## src/rtl/pe_mac_seq.sv

```systemverilog
// Sequencer for one MAC PE: loads a weight, clears the accumulator, streams
// cfg_len activations, then returns the accumulated dot product through a result handshake.
// Optional macro PE_MAC_SEQ_STALL_CNT_EN enables the input-starvation counter on stall_cnt.
module pe_mac_seq #(
  parameter int DATA_WIDTH   = 8,
  parameter int WEIGHT_WIDTH = 8,
  parameter int ACC_WIDTH    = 32,
  parameter int LEN_WIDTH    = 16
) (
  input  logic                    clk,
  input  logic                    rst_n,
  input  logic                    start,
  output logic                    start_ready,
  input  logic [WEIGHT_WIDTH-1:0] cfg_weight,
  input  logic [LEN_WIDTH-1:0]    cfg_len,
  input  logic                    in_valid,
  output logic                    in_ready,
  input  logic [DATA_WIDTH-1:0]   in_data,
  input  logic                    abort,
  output logic                    busy,
  output logic                    pe_enable,
  output logic                    pe_clear_acc,
  output logic                    pe_load_weight,
  output logic [DATA_WIDTH-1:0]   pe_data,
  output logic [WEIGHT_WIDTH-1:0] pe_weight,
  input  logic [ACC_WIDTH-1:0]    pe_acc_out,
  output logic                    res_valid,
  input  logic                    res_ready,
  output logic [ACC_WIDTH-1:0]    res_data,
  output logic [31:0]             stall_cnt
);

  typedef enum logic [2:0] {IDLE, LOADW, CLEAR, MAC, DRAIN, DONE} state_t;

  state_t                  state, state_nxt;
  logic [WEIGHT_WIDTH-1:0] w_q;
  logic [LEN_WIDTH-1:0]    len_q, cnt_q;
  logic [ACC_WIDTH-1:0]    res_q;
  logic                    accept;

  assign accept    = start && start_ready;
  assign busy      = (state != IDLE);
  assign res_valid = (state == DONE);
  assign res_data  = res_q;
  assign pe_weight = w_q;

  always_ff @(posedge clk or negedge rst_n) begin
    if (!rst_n) state <= IDLE;
    else        state <= state_nxt;
  end

  always_comb begin
    state_nxt      = state;
    start_ready    = 1'b0;
    in_ready       = 1'b0;
    pe_enable      = 1'b0;
    pe_clear_acc   = 1'b0;
    pe_load_weight = 1'b0;
    pe_data        = '0;
    case (state)
      IDLE: begin
        // gated by rst_n so start_ready stays low while reset is held
        start_ready = rst_n;
        if (start && rst_n) state_nxt = LOADW;
      end
      LOADW: begin
        pe_load_weight = 1'b1;
        state_nxt      = CLEAR;
      end
      CLEAR: begin
        pe_clear_acc = 1'b1;
        state_nxt    = (len_q != '0) ? MAC : DRAIN;
      end
      MAC: begin
        in_ready  = 1'b1;
        pe_data   = in_data;
        pe_enable = in_valid;
        if (in_valid && cnt_q == LEN_WIDTH'(1)) state_nxt = DRAIN;
      end
      DRAIN:   state_nxt = DONE;
      DONE:    if (res_ready) state_nxt = IDLE;
      default: state_nxt = IDLE;
    endcase
    if (abort && state != IDLE) state_nxt = IDLE;
  end

  always_ff @(posedge clk or negedge rst_n) begin
    if (!rst_n) begin
      w_q   <= '0;
      len_q <= '0;
      cnt_q <= '0;
      res_q <= '0;
    end else begin
      if (accept) begin
        w_q   <= cfg_weight;
        len_q <= cfg_len;
      end
      if (state == CLEAR)              cnt_q <= len_q;
      else if (state == MAC && in_valid) cnt_q <= cnt_q - LEN_WIDTH'(1);
      // PE accumulator has absorbed the last beat by the DRAIN cycle
      if (state == DRAIN && !abort)    res_q <= pe_acc_out;
    end
  end

`ifdef PE_MAC_SEQ_STALL_CNT_EN
  logic [31:0] stall_q;

  always_ff @(posedge clk or negedge rst_n) begin
    if (!rst_n)
      stall_q <= '0;
    else if (accept)
      stall_q <= '0;
    else if (state == MAC && !in_valid && stall_q != 32'hFFFF_FFFF)
      stall_q <= stall_q + 32'd1;
  end

  assign stall_cnt = stall_q;
`else
  assign stall_cnt = '0;
`endif

endmodule
```

## config.mk

```make
export PLATFORM = sky130hd
export DESIGN_NAME = pe_mac_seq
export DESIGN_NICKNAME = d
export VERILOG_FILES = /design/src/rtl/pe_mac_seq.sv
export SDC_FILE = /design/constraint.sdc
export NUM_CORES = 1
export LEC_CHECK = 0
export BUFFER_PORTS_ARGS = -buffer_cell sky130_fd_sc_hd__buf_2
export CORE_MARGIN = 2
export CORE_UTILIZATION = 32
export CTS_BUF_LIST = sky130_fd_sc_hd__clkbuf_16
export DETAILED_ROUTE_END_ITERATION = 8
export PLACE_DENSITY = 0.58
export SLEW_MARGIN = 20
export SYNTH_ARGS = -nofsm -noshare
export SYNTH_HDL_FRONTEND = slang
export SYNTH_SLANG_ARGS = --single-unit
export TNS_END_PERCENT = 50
```

## constraint.sdc

```tcl
create_clock -name clk -period 1.5 [get_ports clk]
set_input_delay 0.075 -clock clk [delete_from_list [all_inputs] [get_ports clk]]
set_output_delay 0.075 -clock clk [all_outputs]
set_load 0.01 [all_outputs]
```

# --- Word level (Yosys, flattened, before mapping) ---
# Index checks and enable logic that the tools add are counted.
totals:
  ff_bits: 75
  latchBits: 0
  mem_bits_rw: 0
  mem_bits_ro: 0
  input_bits: 70
  output_inout_bits: 87
  elab_cells: 41
  memories: 0
classes:
  n_addsub: 1
  n_mul: 0
  n_div: 0
  n_lt_le_gt_ge: 0
  n_eq_ne: 9
  n_shift: 0
  muxes: 14
  bitwise_logic: 0
  reduce_logical: 12
op_table:
  columns: ["cell", "count"]
  rows:
  - ["$mux 16", 2]
  - ["$pmux 3 s6", 1]
  - ["$eq 16x1->1 const B", 1]
  - ["$reduce_bool 16->1", 1]
  - ["$sub 16x1->16 const B", 1]
  - ["$mux 3", 5]
  - ["$mux 8", 1]
  - ["$eq 3x2->1 const B", 2]
  - ["$eq 3x3->1 const B", 2]
  - ["$logic_and 1x1->1", 6]
  - ["$ne 3x3->1 const B", 2]
  - ["$mux 1", 5]
  - ["$eq 3x1->1 const B", 1]
  - ["$logic_not 3->1", 1]
  - ["$ne 3x1->1 const B", 1]
  - ["$reduce_and 3->1", 1]
  - ["$reduce_bool 3->1", 1]
  - ["$reduce_bool 2->1", 1]
  - ["$logic_not 1->1", 1]

# --- Depth between registers and ports, before layout ---
# Gate-level depths: netlist (run 1).
logic_depth:
  depth_word: 5
  mapped_depth: 7
  mapped_depth_nobuf: 6

# --- Worst setup path after synthesis (run 1) ---
# OpenSTA, ideal clock, no wires.
synth_timing:
  kind: "reg-to-reg"
  start: "reg cnt_q[8]"
  end: "reg cnt_q[15]"
  setup_time_ns: 0.126
  arrival_ns: 1.435
  t_required_ns: 1.374
  slack_ns: -0.061
  stages_incl_launch_ff: 5
  path_buffers: 0
  synth_period_minus_slack_ns: 1.561
  path_cell_list: "dfrtp_1 > nor4_4 > nand4_2 > o211a_1 > a221o_1"
synth_via:
  elab_chain_len: 3
synth_lines:
  columns: ["item", "line_no", "rtl"]
  rows:
  - ["start, declared", "37", "logic [LEN_WIDTH-1:0] len_q, cnt_q;"]
  - ["start signal, assigned", "98", "if (state == CLEAR) cnt_q <= len_q;"]
  - ["start signal, assigned", "99", "else if (state == MAC && in_valid) cnt_q <= cnt_q - LEN_WIDTH'(1);"]
  - ["$sub 16x1->16", "99", null]
  - ["$mux 16", "99", null]
  - ["$mux 16", "98", null]
# Every way passes these cells. The select of a mux whose other input is x is not followed.
# A chain may end at the register's enable or synchronous reset.

# --- Final worst setup path (run 1) ---
# Same ends and word-level chain as after synthesis.

==> impl_metrics.json, run 1 <==
{
  "cp_num_buf_inv": 1,
  "hpwlAfterDp_mm": 6.959,
  "dr.first_iter.drc_count": 254,
  "cts-root-buf": "clkbuf_16",
  "power_density_nw_per_um2": 1831,
  "critPathMaxStageDelay_ns": 0.44,
  "synth-main-ff-cell": "dfrtp_1",
  "fin_util": 0.5525,
  "grt_start_max_net_pins": 77,
  "grt_usage": 0.1703,
  "status": "complete, but fails checks",
  "hold_slack_ns": -0.2336,
  "drc": 0,
  "cap_violations": 0,
  "clk_pin_slew_ns": 0.06,
  "synth.avg_cell_area_um2": 12.01,
  "die_x_um": 111.3,
  "ys_warn_count": 0,
  "fin_ws_ns": -0.1209,
  "drt-pass1-iter-count": 4,
  "start_kind": "flip-flop",
  "core_um2": 11320,
  "fin_nets": 633,
  "netlist_area_um2": 3686,
  "hold_violations": 75,
  "final_antenna_net_count": 0,
  "min_period_ns": 1.621,
  "avgRoutedWirePerCell_um": 16.91,
  "n_antenna_cell": 0,
  "synth_top_cell_by_area": "dfrtp_1",
  "place_congestion": 0.8835,
  "die-area_um2": 12390,
  "drt_wl_total_mm": 11.99,
  "clock_latency_ns": 0.34,
  "synth_edf_count": 0,
  "arrival_ns": 1.85,
  "grt_pass1_wl_mm": 16.71,
  "drv_slew": 0,
  "dp.cells": 617,
  "area_growth_pct": 69.69,
  "peakVddDrop_v": 0.001126,
  "clock_skew_ns": 0.006473,
  "finalNonFillerCells": 709,
  "hold_path.class": "primary input to async pin",
  "cts_tree": "built",
  "crit_path_max_fanout": 3,
  "placedInstanceArea_um2": 4760,
  "cts_inserted_buffers": 9,
  "hold_buffers": 56,
  "rsz0062_at_grt": "true",
  "drive_gt1_frac": 0.5671,
  "fmax_mhz": 616.9,
  "sequentialPowerShare": 0.338,
  "finalSetupViolations": 66,
  "comb_power_share": 0.473,
  "async_flop_share": 1.000,
  "yosysUniqueCellTypes": 46,
  "vias": 3352,
  "ios": 157,
  "cpMaxStageDelayCell": "dfrtp_2",
  "viasPerCell": 4.728,
  "worstPathRequired_ns": 1.73,
  "cp_top_family": "compound AO/OA/AOI/OAI gates",
  "synth_seq_cells": 75,
  "stdcell_area_um2": 6255,
  "violations": "negative hold slack, negative setup slack",
  "row_count": 39,
  "synthTopCellsByCount": "dfrtp_1, mux2_2, buf_4, nand2_1, and3_1",
  "die_h_um": 111.3,
  "grt_remaining_overflow": 0,
  "pre_cts_ws_ns": -0.05998,
  "p_switching_mw": 4.083,
  "synth.top_cell.area_share": 0.5092,
  "timing.final.crit_share": 1.081,
  "cp-end-kind": "flip-flop",
  "power.internal_mw": 7.368,
  "pwr-share-clk": 0.189,
  "clkSinkCount": 75,
  "synth_area_leaders": "dfrtp_1, mux2_2, buf_4",
  "crit_chain": "nor4_4 > buf_4 > nand4_2 > o211a_1 > a221o_1",
  "cts_max_level": 3,
  "start_util": 0.3256,
  "syn_inst": 307,
  "ctsLongestPathBuffers": 2,
  "p_leak_nw": 3.066,
  "antenna_found_initial": 0,
  "yosysSeqAreaShare": 0.5092,
  "yosysMostFrequentCell": "dfrtp_1",
  "grt_pass1_vias": 3395,
  "switching_share": 0.3566,
  "io_buffers": 124,
  "worstSetupPathType": "flip-flop to flip-flop"
}
[logic make-up after synthesis]
| family | Yosys count | synth area share |
|---|---|---|
| other | 1 | 0.001017 |
| buffers and inverters | 56 | 0.09640 |
| AND/OR/NAND/NOR | 75 | 0.1354 |
| multiplexers | 57 | 0.1738 |
| adder cells (fa/ha/maj) | 2 | 0.006788 |
| AO/OA/AOI/OAI | 39 | 0.07264 |
| XOR/XNOR | 2 | 0.004753 |
| flip-flops | 75 | 0.5092 |
[area by class of cell]
cell class,count,area [um^2]
multi-input cells,207,1859
well taps,143,178.9
clock inverters,7,68.82
flip-flops and latches,75,1886
clock buffers,9,225.2
repair buffers,258,1994
inverters,10,42.54
fillers,905,5066
[stage by stage]
| stage | setup TNS, ns | power [mW] |
|---|---|---|
| 6_report | -3.012 | 11.45 |
| 5_1_grt | -6.246 | 12.07 |
| 4_1_cts | -1.827 | 10.44 |
| 3_5_place_dp | -1.321 | 7.921 |
| 3_3_place_gp | -0.7014 | 7.804 |
| 2_1_floorplan | -0.9700 | 5.849 |
[power groups by stage]
stage / Clock [mW] / Combinational [mW] / Sequential (mW)
floorplan: 0 / 2.00 / 3.85
global placement: 0 / 4.12 / 3.69
CTS: 2.18 / 4.50 / 3.75
global route: 2.29 / 5.81 / 3.97
detailed placement: 0 / 4.19 / 3.73
finish: 2.17 / 5.41 / 3.87
[path summary, 6_finish.rpt]
check	start	to	slack, ns	cells after the start
max	cnt_q[8]$_DFFE_PN0P_	cnt_q[15]$_DFFE_PN0P_	-0.12	5
min	rst_n	pe_weight[3]$_DFFE_PN0P_	-0.23	2
max reg2reg	cnt_q[8]$_DFFE_PN0P_	cnt_q[15]$_DFFE_PN0P_	-0.12	5
min reg2reg	pe_weight[0]$_DFFE_PN0P_	pe_weight[0]$_DFFE_PN0P_	0.51	1
max in group asynchronous	rst_n	cnt_q[8]$_DFFE_PN0P_	1.36	2
min in group clk	abort	state[1]$_DFFE_PN0P_	0.02	2
[cell usage in the layout, fill, tap and decap left out, types with 4 or more instances in the layout]
cell type / instances
a21oi_1: 7
and3_4: 8
buf_12: 4
buf_2: 112
buf_4: 55
buf_6: 28
clkbuf_16: 11
conb_1: 32
dfrtp_1: 68
dfrtp_2: 7
dlygate4sd3_1: 56
inv_1: 6
mux2_2: 24
mux2_4: 32
nand2_1: 12
nand3_1: 4
nand4_1: 5
nor2_1: 8
o211ai_1: 8
o21ai_1: 4
or3_1: 4
[registers in the layout (all words and copies together) (netlist names)]
signal     cells
res_data      32
cnt_q         16
len_q         16
pe_weight      8
state          3
[worst register-to-register path: cells and delay by family (launching register included)]
kind            cells  cell delay (ns)
compound gates      2             0.47
buf+inv             1             0.18
flops               1             0.44
simple gates        2             0.43
[per-layer routing]
layer,up-vias,GRT usage,wire [um]
li1,1553,-,-
met1,1642,0.2053,4960
met2,140,0.2886,6109
met3,17,0.05139,728
met4,0,0.06337,191
met5,-,0,0
[timing repair]
action,CTS,global route
hold endpoints to repair,131,75
setup buffers,4,13
resized for setup,21,98
pin swaps,6,25
endpoints found under the setup margin,80,89
gates cloned,0,4
(Power assumes the default switching activity.)
==> run 2: changes to the inputs <==
--- a/config.mk
+++ b/config.mk
@@ -5,12 +5,13 @@
 export SDC_FILE = /design/constraint.sdc
 export NUM_CORES = 1
 export LEC_CHECK = 0
-export BUFFER_PORTS_ARGS = -buffer_cell sky130_fd_sc_hd__buf_2
 export CORE_MARGIN = 2
 export CORE_UTILIZATION = 32
 export CTS_BUF_LIST = sky130_fd_sc_hd__clkbuf_16
 export DETAILED_ROUTE_END_ITERATION = 8
-export PLACE_DENSITY = 0.58
+export DONT_BUFFER_PORTS = 1
+export PLACE_DENSITY = 0.45
+export REMOVE_ABC_BUFFERS = 1
 export SLEW_MARGIN = 20
 export SYNTH_ARGS = -nofsm -noshare
 export SYNTH_HDL_FRONTEND = slang
==> impl_metrics.json, run 2 (synthesis results as in run 1) <==
{
  "status": "complete, but fails checks",
  "violations": "negative hold slack, negative setup slack",
  "crit_start": "state[2]$_DFFE_PN0P_",
  "area_growth_pct": 50.03,
  "cts-root-buf": "clkbuf_16",
  "finalSetupViolations": 70,
  "fillers": 1037,
  "grt_pass1_vias": 2943,
  "rsz0062_at_grt": "true",
  "final_antenna_net_count": 0,
  "setup-tns-final_ns": -3.428,
  "hold_buffers": 58,
  "fin_nets": 511,
  "hold_violations": 75,
  "io_buffers": 0,
  "ctsLongestPathBuffers": 2,
  "avgRoutedWirePerCell_um": 16.94,
  "rr_startpoint": "state[2]$_DFFE_PN0P_",
  "min_period_ns": 1.595,
  "grt_start_max_net_pins": 78,
  "clk_pin_slew_ns": 0.06,
  "drc": 0,
  "p_switching_mw": 3.623,
  "power.internal_mw": 7.162,
  "crit_path_max_fanout": 12,
  "dr.first_iter.drc_count": 83,
  "clock_latency_ns": 0.33,
  "cp_num_buf_inv": 2,
  "hold_slack_ns": -0.5681,
  "drt_wl_total_mm": 9.944,
  "cap_violations": 0,
  "comb_power_share": 0.381,
  "arrival_ns": 1.81,
  "row_count": 39,
  "place_congestion": 0.7782,
  "pwr-share-clk": 0.233,
  "r2r_slack_ns": -0.09,
  "ios": 157,
  "critPathMaxStageDelay_ns": 0.46,
  "timing.final.crit_share": 1.063,
  "cts_max_level": 3,
  "grt_pass1_wl_mm": 15.18,
  "fin_ws_ns": -0.09466,
  "cts_tree": "built",
  "start_util": 0.3256,
  "worstSetupPathType": "flip-flop to flip-flop",
  "peakVddDrop_v": 0.0008869,
  "sequentialPowerShare": 0.386,
  "hpwlAfterDp_mm": 6.159,
  "cp_top_family": "flip-flops",
  "core_um2": 11320,
  "drive_gt1_frac": 0.4144,
  "viasPerCell": 4.809,
  "largest_reg_flops": 32,
  "crit_chain": "buf_4 > nor3_4 > nand3_4 > clkbuf_16 > mux2_2",
  "grt_remaining_overflow": 0,
  "vias": 2823,
  "seq_area_um2": 1883,
  "antenna_found_initial": 0,
  "clock_skew_ns": 0.006181,
  "n_antenna_cell": 0,
  "die_h_um": 111.3,
  "start_kind": "flip-flop",
  "die-area_um2": 12390,
  "die_x_um": 111.3,
  "power_density_nw_per_um2": 1950,
  "switching_share": 0.3360,
  "p_leak_nw": 2.554,
  "worstPathRequired_ns": 1.72,
  "grt_usage": 0.1537,
  "final_cell_mix": "dfrtp_1, buf_4, dlygate4sd3_1, mux2_4, conb_1",
  "drv_slew": 0,
  "fmax_mhz": 627.1,
  "clkSinkCount": 75,
  "cp-end-kind": "flip-flop",
  "cts_inserted_buffers": 9,
  "drt-pass1-iter-count": 5,
  "multiInputGateArea_um2": 1795,
  "cpMaxStageDelayCell": "dfrtp_2",
  "hold_path.class": "primary input to async pin",
  "final_common_cell": "dfrtp_1"
}
## run 2: cell types whose count changed in the layout (fill, tap and decap cells not counted), moves of 3 or more
cell	previous run	this run
and3_4	8	3
buf_2	112	1
buf_6	28	7
o311ai_2	3	0
buf_4	55	64
nand3_2	3	0
and3_1	2	7
## run 2: cell type report
class | instances | share of cell area
timing repair buffer | 136 | 0.2314
tap | 143 | 0.03235
clock buffer | 9 | 0.04072
multi-input combinational | 207 | 0.3247
sequential | 75 | 0.3405
clock inverter | 7 | 0.02262
inverter | 10 | 0.007692
## run 2: timing repair
item / in CTS / in global routing
endpoints found under the hold margin: 133 / 75
setup buffers: 6 / 8
gates cloned: 0 / 5
pin swaps: 4 / 12
gates resized for setup: 14 / 67
endpoints found under the setup margin: 62 / 88
## run 2: through the flow
stage	util	power, mW	worst slack, ns	area, um^2	cells
final	0.4885	10.79	-0.09466	5530	587
after global routing	0.4885	11.45	-0.1582	5530	587
after CTS	0.4550	10.19	-0.08823	5151	575
after detailed placement	0.3656	7.318	-0.1490	4139	495
after global placement	0.3656	7.265	-0.1214	4139	495
after floorplan	-	5.704	-0.7662	3485	292
## run 2: path summary, 6_finish.rpt
path,end,cells past startpoint
setup / recovery,len_q[14]$_DFFE_PN0P_,5
hold / removal,len_q[11]$_DFFE_PN0P_,0
setup reg to reg,len_q[14]$_DFFE_PN0P_,5
hold reg to reg,cnt_q[9]$_DFFE_PN0P_,2
max in group asynchronous,len_q[1]$_DFFE_PN0P_,0
min in group clk,state[2]$_DFFE_PN0P_,2
## run 2: power by group through the flow
stage | sequential [mW] | clock, mW | combinational [mW]
after floorplan | 3.93 | 0 | 1.78
after global placement | 4.11 | 0 | 3.16
after detailed placement | 4.09 | 0 | 3.23
after CTS | 4.10 | 2.59 | 3.50
after global routing | 4.29 | 2.69 | 4.47
final | 4.16 | 2.52 | 4.10
## run 2: metal layers
layer  global-route usage  share of wire  vias up
met1               0.1869           0.41     1397
li1                     -              -     1308
met3              0.04921          0.059        8
met5                    0              0        -
met2               0.2569           0.52      110
met4              0.05597          0.012        0
==> run 3: changes to the inputs <==
--- a/config.mk
+++ b/config.mk
@@ -6,11 +6,11 @@
 export NUM_CORES = 1
 export LEC_CHECK = 0
 export CORE_MARGIN = 2
-export CORE_UTILIZATION = 32
+export CORE_UTILIZATION = 57
 export CTS_BUF_LIST = sky130_fd_sc_hd__clkbuf_16
 export DETAILED_ROUTE_END_ITERATION = 8
 export DONT_BUFFER_PORTS = 1
-export PLACE_DENSITY = 0.45
+export PLACE_DENSITY = 0.73
 export REMOVE_ABC_BUFFERS = 1
 export SLEW_MARGIN = 20
 export SYNTH_ARGS = -nofsm -noshare
==> impl_metrics.json, run 3 (synthesis results as in run 1) <==
{
  "cp-end-kind": "flip-flop",
  "status": "complete, but fails checks",
  "cts_inserted_buffers": 9,
  "rr_startpoint": "len_q[8]$_DFFE_PN0P_",
  "cap_violations": 0,
  "worstPathRequired_ns": 1.70,
  "drive_gt1_frac": 0.4256,
  "clock_skew_ns": 0.005590,
  "finalNonFillerCells": 515,
  "io_buffers": 0,
  "peakVddDrop_v": 0.001733,
  "drv_slew": 0,
  "ctsLongestPathBuffers": 2,
  "power_density_nw_per_um2": 2033,
  "crit_path_max_fanout": 3,
  "arrival_ns": 1.89,
  "die_h_um": 84.42,
  "hold_buffers": 58,
  "viasPerCell": 6.396,
  "die_x_um": 84.42,
  "violations": "negative hold slack, negative setup slack",
  "final_common_cell": "dfrtp_1",
  "placedInstanceArea_um2": 4031,
  "grt_start_max_net_pins": 78,
  "drc": 0,
  "avgRoutedWirePerCell_um": 26.75,
  "stdcell_area_um2": 5409,
  "dp.cells": 424,
  "grt_pass1_wl_mm": 16.79,
  "sequentialPowerShare": 0.393,
  "power.internal_mw": 6.625,
  "setup-tns-final_ns": -3.094,
  "fin_util": 0.8567,
  "vias": 3294,
  "drt-pass1-iter-count": 6,
  "min_period_ns": 1.692,
  "rsz0062_at_grt": "true",
  "start_util": 0.5838,
  "power_mw": 10.99,
  "clkSinkCount": 75,
  "comb_power_share": 0.427,
  "final_antenna_net_count": 0,
  "timing.final.crit_share": 1.128,
  "finalSetupViolations": 68,
  "drt_wl_total_mm": 13.78,
  "hpwlAfterDp_mm": 5.742,
  "hold_path.class": "primary input to async pin",
  "clk_pin_slew_ns": 0.06,
  "die-area_um2": 7126,
  "largest_reg_flops": 32,
  "pwr-share-clk": 0.180,
  "cts_max_level": 3,
  "cts_tree": "built",
  "worstSetupPathType": "flip-flop to flip-flop",
  "dr.first_iter.drc_count": 483,
  "hold_violations": 75,
  "cts-root-buf": "clkbuf_16",
  "p_leak_nw": 2.496,
  "place_congestion": 0.8760,
  "grt_remaining_overflow": 0,
  "start_kind": "flip-flop",
  "antenna_found_initial": 1,
  "switching_share": 0.3974,
  "pre_cts_ws_ns": -0.05762,
  "final_cell_mix": "dfrtp_1, dlygate4sd3_1, buf_4, mux2_4, conb_1",
  "fin_ws_ns": -0.1916,
  "grt_usage": 0.3069,
  "area_growth_pct": 46.74,
  "row_count": 29,
  "p_switching_mw": 4.369,
  "ios": 157,
  "grt_pass1_vias": 3263,
  "fin_nets": 505,
  "core_um2": 6314,
  "clock_latency_ns": 0.34,
  "hold_slack_ns": -0.5754,
  "fmax_mhz": 591.2,
  "crit_start": "len_q[8]$_DFFE_PN0P_"
}
run 3: what timing repair did:
item                                   in CTS  in global routing
resized for setup                          14                 82
endpoints found under the hold margin     133                 75
gates cloned                                1                  3
pin swaps                                   6                 25
setup buffers                               7                  7
setup endpoints to repair                  45                 87
run 3: routing by layer:
metal	vias to the layer above	share of wire	GRT usage	wire [um]
li1	1292	-	-	-
met1	1650	0.36	0.3419	4916
met2	291	0.50	0.5296	6900
met3	61	0.099	0.1042	1367
met4	0	0.043	0.1457	591
met5	-	0	0	0
run 3: worst paths after layout:
| kind | end | slack [ns] | depth (start not counted) |
|---|---|---|---|
| max | state[0]$_DFFE_PN0P_ | -0.19 | 5 |
| min | res_data[20]$_DFFE_PN0P_ | -0.58 | 0 |
| max reg2reg | state[0]$_DFFE_PN0P_ | -0.19 | 5 |
| max in group asynchronous | cnt_q[8]$_DFFE_PN0P_ | 1.90 | 0 |
| min reg2reg | len_q[13]$_DFFE_PN0P_ | 0.57 | 1 |
| min in group clk | state[2]$_DFFE_PN0P_ | 0.04 | 2 |
run 3: power groups by stage:
| stage | Combinational (mW) | Sequential (mW) | Clock [mW] |
|---|---|---|---|
| 6_report | 4.70 | 4.32 | 1.97 |
| 5_1_grt | 4.88 | 4.38 | 2.06 |
| 4_1_cts | 3.47 | 4.06 | 1.92 |
| 3_5_place_dp | 3.15 | 4.05 | 0 |
| 3_3_place_gp | 3.04 | 4.03 | 0 |
| 2_1_floorplan | 1.78 | 3.93 | 0 |
run 3: critical path, stage by stage, from the launching register on:
cell and delay [ns]:
dfrtp_1 0.43, nor4_1 0.40, buf_4 0.21, nand4_1 0.10, a21oi_1 0.26, o211ai_1 0.16
run 3: cell type report:
class,instances,area [um^2]
sequential,75,1884
multi-input combinational,207,1884
timing repair buffer,130,1240
fill,264,904.6
clock buffer,9,225.2
tap,77,96.34
inverter,10,42.54
clock inverter,6,33.78
antenna,1,2.502
